$ cat src/rtl/cv32e40x_pkg.sv
// Shared types for the fetch bus arbiter: arbiter FSM states and requester IDs.
// Related build option: CV32E40X_FETCH_ARB_PRIO_EN (selects the arbitration policy in the top).
package cv32e40x_pkg;

    typedef enum logic [1:0] {
        ARB_IDLE  = 2'd0,
        ARB_HOLD0 = 2'd1,
        ARB_HOLD1 = 2'd2
    } arb_state_e;

    localparam logic ARB_ID_M0 = 1'b0;
    localparam logic ARB_ID_M1 = 1'b1;

endpackage

$ cat src/rtl/cv32e40x_fetch_arb_id_fifo.sv
// In-order record of which requester owns each granted OBI transaction.
// A push into a full FIFO is accepted when a pop frees a slot in the same cycle.
module cv32e40x_fetch_arb_id_fifo #(
    parameter int DEPTH = 2
) (
    input  logic clk,
    input  logic rst,
    input  logic push,
    input  logic push_id,
    input  logic pop,
    output logic head,
    output logic empty,
    output logic full
);

    localparam int PW = (DEPTH > 1) ? $clog2(DEPTH) : 1;
    localparam int CW = $clog2(DEPTH + 1);

    logic [DEPTH-1:0] mem_q;
    logic [PW-1:0]    rd_ptr_q;
    logic [PW-1:0]    wr_ptr_q;
    logic [CW-1:0]    count_q;
    logic             do_push;
    logic             do_pop;

    function automatic logic [PW-1:0] next_ptr(input logic [PW-1:0] ptr);
        return (ptr == PW'(DEPTH - 1)) ? '0 : ptr + PW'(1);
    endfunction

    assign empty   = (count_q == '0);
    assign full    = (count_q == CW'(DEPTH));
    assign do_pop  = pop & ~empty;
    assign do_push = push & (~full | do_pop);
    assign head    = mem_q[rd_ptr_q];

    always_ff @(posedge clk) begin
        if (rst) begin
            mem_q    <= '0;
            rd_ptr_q <= '0;
            wr_ptr_q <= '0;
            count_q  <= '0;
        end else begin
            if (do_push) begin
                mem_q[wr_ptr_q] <= push_id;
                wr_ptr_q        <= next_ptr(wr_ptr_q);
            end
            if (do_pop) begin
                rd_ptr_q <= next_ptr(rd_ptr_q);
            end
            count_q <= count_q + CW'(do_push) - CW'(do_pop);
        end
    end

endmodule

$ cat src/rtl/cv32e40x_fetch_bus_arbiter.sv
// Shares one OBI instruction port between the prefetch buffer (m0) and a secondary fetcher (m1).
// Define CV32E40X_FETCH_ARB_PRIO_EN for strict m0 priority; default is round-robin.
module cv32e40x_fetch_bus_arbiter
    import cv32e40x_pkg::*;
#(
    parameter int MAX_OUTSTANDING = 2
) (
    input  logic        clk,
    input  logic        rst,
    input  logic        m0_req_i,
    input  logic [31:0] m0_addr_i,
    output logic        m0_gnt_o,
    output logic        m0_rvalid_o,
    input  logic        m1_req_i,
    input  logic [31:0] m1_addr_i,
    output logic        m1_gnt_o,
    output logic        m1_rvalid_o,
    output logic [31:0] rdata_o,
    output logic        err_o,
    output logic        instr_req_o,
    output logic [31:0] instr_addr_o,
    input  logic        instr_gnt_i,
    input  logic        instr_rvalid_i,
    input  logic [31:0] instr_rdata_i,
    input  logic        instr_err_i,
    output logic [2:0]  outstanding_o
);

    arb_state_e state_q, state_d;
    logic       last_grant_q;
    logic [2:0] cnt_q;
    logic       rst_q;
    logic       blocked;
    logic       winner;
    logic       sel;
    logic       issue;
    logic       can_issue;
    logic       gnt_fire;
    logic       pop;
    logic       resp_valid;
    logic       fifo_head;
    logic       fifo_empty;
    logic       fifo_full;

    // Outputs are forced quiet during reset and for one cycle after it.
    assign blocked = rst | rst_q;

    always_comb begin
        winner = ARB_ID_M0;
`ifdef CV32E40X_FETCH_ARB_PRIO_EN
        winner = m0_req_i ? ARB_ID_M0 : ARB_ID_M1;
`else
        if (m0_req_i && m1_req_i) begin
            winner = ~last_grant_q;
        end else begin
            winner = m0_req_i ? ARB_ID_M0 : ARB_ID_M1;
        end
`endif
    end

    // A returning response frees a slot in the same cycle, so it also unblocks issue.
    assign can_issue = (m0_req_i | m1_req_i) &
                       ((cnt_q < 3'(MAX_OUTSTANDING)) | instr_rvalid_i);

    always_comb begin
        state_d = state_q;
        sel     = winner;
        issue   = 1'b0;
        case (state_q)
            ARB_IDLE: begin
                sel   = winner;
                issue = can_issue & ~blocked;
                if (issue && !instr_gnt_i) begin
                    state_d = (winner == ARB_ID_M1) ? ARB_HOLD1 : ARB_HOLD0;
                end
            end
            ARB_HOLD0: begin
                sel   = ARB_ID_M0;
                issue = ~blocked;
                if (issue && instr_gnt_i) begin
                    state_d = ARB_IDLE;
                end
            end
            ARB_HOLD1: begin
                sel   = ARB_ID_M1;
                issue = ~blocked;
                if (issue && instr_gnt_i) begin
                    state_d = ARB_IDLE;
                end
            end
            default: begin
                state_d = ARB_IDLE;
            end
        endcase
    end

    assign instr_req_o  = issue;
    assign instr_addr_o = issue ? ((sel == ARB_ID_M1) ? m1_addr_i : m0_addr_i) : 32'h0;
    assign gnt_fire     = issue & instr_gnt_i;
    assign m0_gnt_o     = gnt_fire & (sel == ARB_ID_M0);
    assign m1_gnt_o     = gnt_fire & (sel == ARB_ID_M1);

    // Responses with no recorded owner are stale and silently dropped.
    assign pop         = instr_rvalid_i & ~fifo_empty & ~rst;
    assign resp_valid  = pop & ~blocked;
    assign m0_rvalid_o = resp_valid & (fifo_head == ARB_ID_M0);
    assign m1_rvalid_o = resp_valid & (fifo_head == ARB_ID_M1);
    assign rdata_o     = blocked ? 32'h0 : instr_rdata_i;
    assign err_o       = ~blocked & instr_err_i;
    assign outstanding_o = blocked ? 3'd0 : cnt_q;

    always_ff @(posedge clk) begin
        if (rst) begin
            state_q      <= ARB_IDLE;
            last_grant_q <= ARB_ID_M1;
            cnt_q        <= 3'd0;
            rst_q        <= 1'b1;
        end else begin
            state_q <= state_d;
            rst_q   <= 1'b0;
            if (gnt_fire) begin
                last_grant_q <= sel;
            end
            cnt_q <= cnt_q + 3'(gnt_fire) - 3'(pop);
        end
    end

    cv32e40x_fetch_arb_id_fifo #(
        .DEPTH (MAX_OUTSTANDING)
    ) u_id_fifo (
        .clk     (clk),
        .rst     (rst),
        .push    (gnt_fire),
        .push_id (sel),
        .pop     (pop),
        .head    (fifo_head),
        .empty   (fifo_empty),
        .full    (fifo_full)
    );

    a_no_pop_empty: assert property (@(posedge clk) disable iff (rst)
        pop |-> !fifo_empty);

    a_hold0_stable: assert property (@(posedge clk) disable iff (rst)
        (state_q == ARB_HOLD0) |-> (m0_req_i && $stable(m0_addr_i)));

    a_hold1_stable: assert property (@(posedge clk) disable iff (rst)
        (state_q == ARB_HOLD1) |-> (m1_req_i && $stable(m1_addr_i)));

    a_cnt_max: assert property (@(posedge clk) disable iff (rst)
        (cnt_q <= 3'(MAX_OUTSTANDING)) && !(fifo_full && cnt_q != 3'(MAX_OUTSTANDING)));

endmodule

$ cat config.mk
export PLATFORM = sky130hd
export DESIGN_NAME = cv32e40x_fetch_bus_arbiter
export DESIGN_NICKNAME = d
export VERILOG_FILES = /design/src/rtl/cv32e40x_pkg.sv /design/src/rtl/cv32e40x_fetch_arb_id_fifo.sv /design/src/rtl/cv32e40x_fetch_bus_arbiter.sv
export SDC_FILE = /design/constraint.sdc
export NUM_CORES = 1
export LEC_CHECK = 0
export ABC_AREA = 1
export BUFFER_PORTS_ARGS = -buffer_cell sky130_fd_sc_hd__buf_2
export CAP_MARGIN = 20
export CELL_PAD_IN_SITES_DETAIL_PLACEMENT = 1
export CELL_PAD_IN_SITES_GLOBAL_PLACEMENT = 1
export CORE_ASPECT_RATIO = 0.8
export CORE_MARGIN = 10
export CORE_UTILIZATION = 21
export DETAILED_ROUTE_END_ITERATION = 10
export PLACE_DENSITY = 0.9
export SLEW_MARGIN = 20
export SYNTH_ARGS = -nofsm -noshare
export SYNTH_HDL_FRONTEND = slang
export SYNTH_HIERARCHICAL = 1
export SYNTH_SLANG_ARGS = --single-unit
$ cat constraint.sdc
create_clock -name clk -period 2.45 [get_ports clk]
set_input_delay 0.1225 -clock clk [delete_from_list [all_inputs] [get_ports clk]]
set_output_delay 0.1225 -clock clk [all_outputs]
set_load 0.03 [all_outputs]
==> impl_metrics.env <==
export IMPL_status="completed"
export IMPL_critical_path_cell_chain="inv_1 -> ha_4 -> nand2_1 -> nand2_2 -> nand3_2 -> ha_1 -> inv_1 -> ha_1 -> fa_1 -> xor2_1 -> nor2_1"
export IMPL_highest_fanout_seen_on_the_critical_path=4
export IMPL_top_level_ports=176
export IMPL_port_buffers=175
export IMPL_vias=2355
export IMPL_gp_congestion=0.804
export IMPL_timing_hold_violations_final=0
export IMPL_clk_pin_slew_ps=60
export IMPL_layout_core_utilization_pct=34.2
export IMPL_finalCriticalPeriod_ps=2280
export IMPL_critPathTopFamily="adder cells"
export IMPL_start_kind="flip-flop"
export IMPL_detail_route_wirelength_mm=7.96
export IMPL_hold_slack_ps=129
export IMPL_cp_data_required_time_ps=2590
export IMPL_post_route_cells_drive_above_1_share_pct=49.9
export IMPL_finalSetupViolations=0
export IMPL_cp_slowest_cell="sky130_fd_sc_hd__fa_1"
export IMPL_syn_nets=407
export IMPL_timing_worst_setup_path_type="flip-flop to flip-flop"
export IMPL_grt_pass1_wl_mm=12.1
export IMPL_clock_tree_htree_level_count=1
export IMPL_place_detailed_hpwl_mm=6.96
export IMPL_rsz0062_at_grt="no"
export IMPL_n_fill_cell=1115
export IMPL_max_slew_margin_rel_pct=62.1
export IMPL_fp_row_count=29
export IMPL_timing_final_max_slew_violations=0
export IMPL_post_drt_wl_per_cell_um=13.9
export IMPL_nets=576
export IMPL_firstDrtPassIters=4
export IMPL_crit_path_max_incr_delay_ps=380
export IMPL_tightestPinTransition_ps=568
export IMPL_syn2layout_area_growth_pct=58.7
export IMPL_gr_usage_all_layers_pct=11.8
export IMPL_cts_post_setup_buffers_inserted=0
export IMPL_vdd_ir_drop_worst_mv=0.341
export IMPL_routed_via_density=4.12
export IMPL_power_leakage_nw=1.68
export IMPL_buffer_type_at_the_clock_tree_root="sky130_fd_sc_hd__clkbuf_8"
export IMPL_syn_mean_instance_area_um2=5.78
export IMPL_postCtsHoldBufs=0
export IMPL_drt_iter0_drc=52
export IMPL_die_w_um=121
export IMPL_cts_root_to_sink_buffers=2
export IMPL_cap_viol_max_count=0
export IMPL_syn_cell_area_um2=1700
export IMPL_chipHeight_um=101
export IMPL_number_of_antenna_violations_at_the_first_check_in_global_routing=0
export IMPL_gr_total_overflow=0
export IMPL_post_route_drc_count=0
export IMPL_fp_coreArea_um2=7910
export IMPL_endpoint_kind="flip-flop"
export IMPL_cts_tree="done"
export IMPL_clock_latency_ps=250
export IMPL_critical_path_buf_inv_count=2
export IMPL_timing_hold_worst_class="input pin to flip-flop"
export IMPL_worst_endpoint_arrival_ps=2410
export IMPL_initial_core_util_pct=21.5
export IMPL_drtAntennaViolNets=0
export IMPL_tritoncts_num_buffers=3
export IMPL_fmaxAchievable_ghz=0.439
export IMPL_clock_sinks=13
export IMPL_postSynthCellCount=295
export IMPL_fp_dieArea_um2=12100
export IMPL_insertedDiodeCount=0
export IMPL_pin_count_of_the_biggest_net_entering_global_routing=38
export IMPL_fin_crit_sh_pct=92.9
export IMPL_yosysWarnings=6
export IMPL_powerDensity_nw_per_um2=750
export IMPL_finalClockSkew_ps=1.81
export IMPL_first_global_vias=2458
[flip-flops by register name, summed over array words and instances (netlist names)]
name / flops
u_id_fifo/wr_ptr_q: 1
state_q: 2
u_id_fifo/count_q: 2
last_grant_q: 1
cnt_q: 3
u_id_fifo/rd_ptr_q: 1
rst_q: 1
u_id_fifo/mem_q: 2
[worst paths after layout]
check,start,end,slack [ps],cells after the start
max reg2reg,state_q[0]$_SDFFE_PP0P_,cnt_q[2]$_SDFF_PP0_,170,11
max,state_q[0]$_SDFFE_PP0P_,cnt_q[2]$_SDFF_PP0_,170,11
min,rst,rst_q$_DFF_P_,130,1
min reg2reg,u_id_fifo/rd_ptr_q$_SDFFE_PP0P_,u_id_fifo/rd_ptr_q$_SDFFE_PP0P_,480,1
[report_power, final]
group	switching (W)	total, W	internal, W
clock network	0.0000817	0.000197	0.000115
registers	0.0000280	0.000282	0.000254
logic	0.00110	0.00155	0.000449
[worst register-to-register path, cell delays in order, from the launching register on]
cell and delay [ps]:
sky130_fd_sc_hd__dfxtp_2 340, sky130_fd_sc_hd__inv_1 80, sky130_fd_sc_hd__ha_4 290, sky130_fd_sc_hd__nand2_1 60
sky130_fd_sc_hd__nand2_2 120, sky130_fd_sc_hd__nand3_2 130, sky130_fd_sc_hd__ha_1 310, sky130_fd_sc_hd__inv_1 40
sky130_fd_sc_hd__ha_1 180, sky130_fd_sc_hd__fa_1 380, sky130_fd_sc_hd__xor2_1 180, sky130_fd_sc_hd__nor2_1 60
[metrics by stage]
| step | cell area [um^2] | setup WS, ps | setup TNS, ps | std cells | power (W) |
|---|---|---|---|---|---|
| after floorplan | 1700 | 271 | 0 | 295 | 0.00145 |
| after global placement | 2640 | 176 | 0 | 567 | 0.00176 |
| after detailed placement | 2640 | -10.1 | -10.1 | 567 | 0.00182 |
| after CTS | 2690 | 47.4 | 0 | 571 | 0.00203 |
| after global routing | 2700 | 5.06 | 0 | 571 | 0.00221 |
| final | 2700 | 174 | 0 | 571 | 0.00203 |
[area by class of cell]
class	instances	area, um^2	share of cell area, %
multi-input combinational	206	1140	42.0
tap	108	135	5.00
sequential	13	263	9.72
inverter	64	241	8.93
timing repair buffer	176	883	32.7
clock buffer	4	45.0	1.67
[metal layers]
layer | wire (um) | track usage (%)
met1 | 2960 | 11.7
met5 | 0 | 0
met3 | 528 | 3.47
met2 | 4400 | 23.8
met4 | 78 | 2.50
[repair_timing]
| action | 4_1_cts | 5_1_grt |
|---|---|---|
| pin swaps | 0 | 1 |
| gates resized for setup | 1 | 6 |
| endpoints found under the setup margin | 1 | 35 |
[cell usage in the layout, fill, tap and decap left out, types with 4 or more instances in the layout]
cell,instances
sky130_fd_sc_hd__buf_2,175
sky130_fd_sc_hd__nand3_2,4
sky130_fd_sc_hd__nand2_1,81
sky130_fd_sc_hd__ha_1,7
sky130_fd_sc_hd__dfxtp_1,11
sky130_fd_sc_hd__nand2_2,4
sky130_fd_sc_hd__nor2_1,51
sky130_fd_sc_hd__a21oi_2,30
sky130_fd_sc_hd__inv_1,60
sky130_fd_sc_hd__nand3_1,6
sky130_fd_sc_hd__a21oi_1,6
Power figures use the tool's default switching activity.
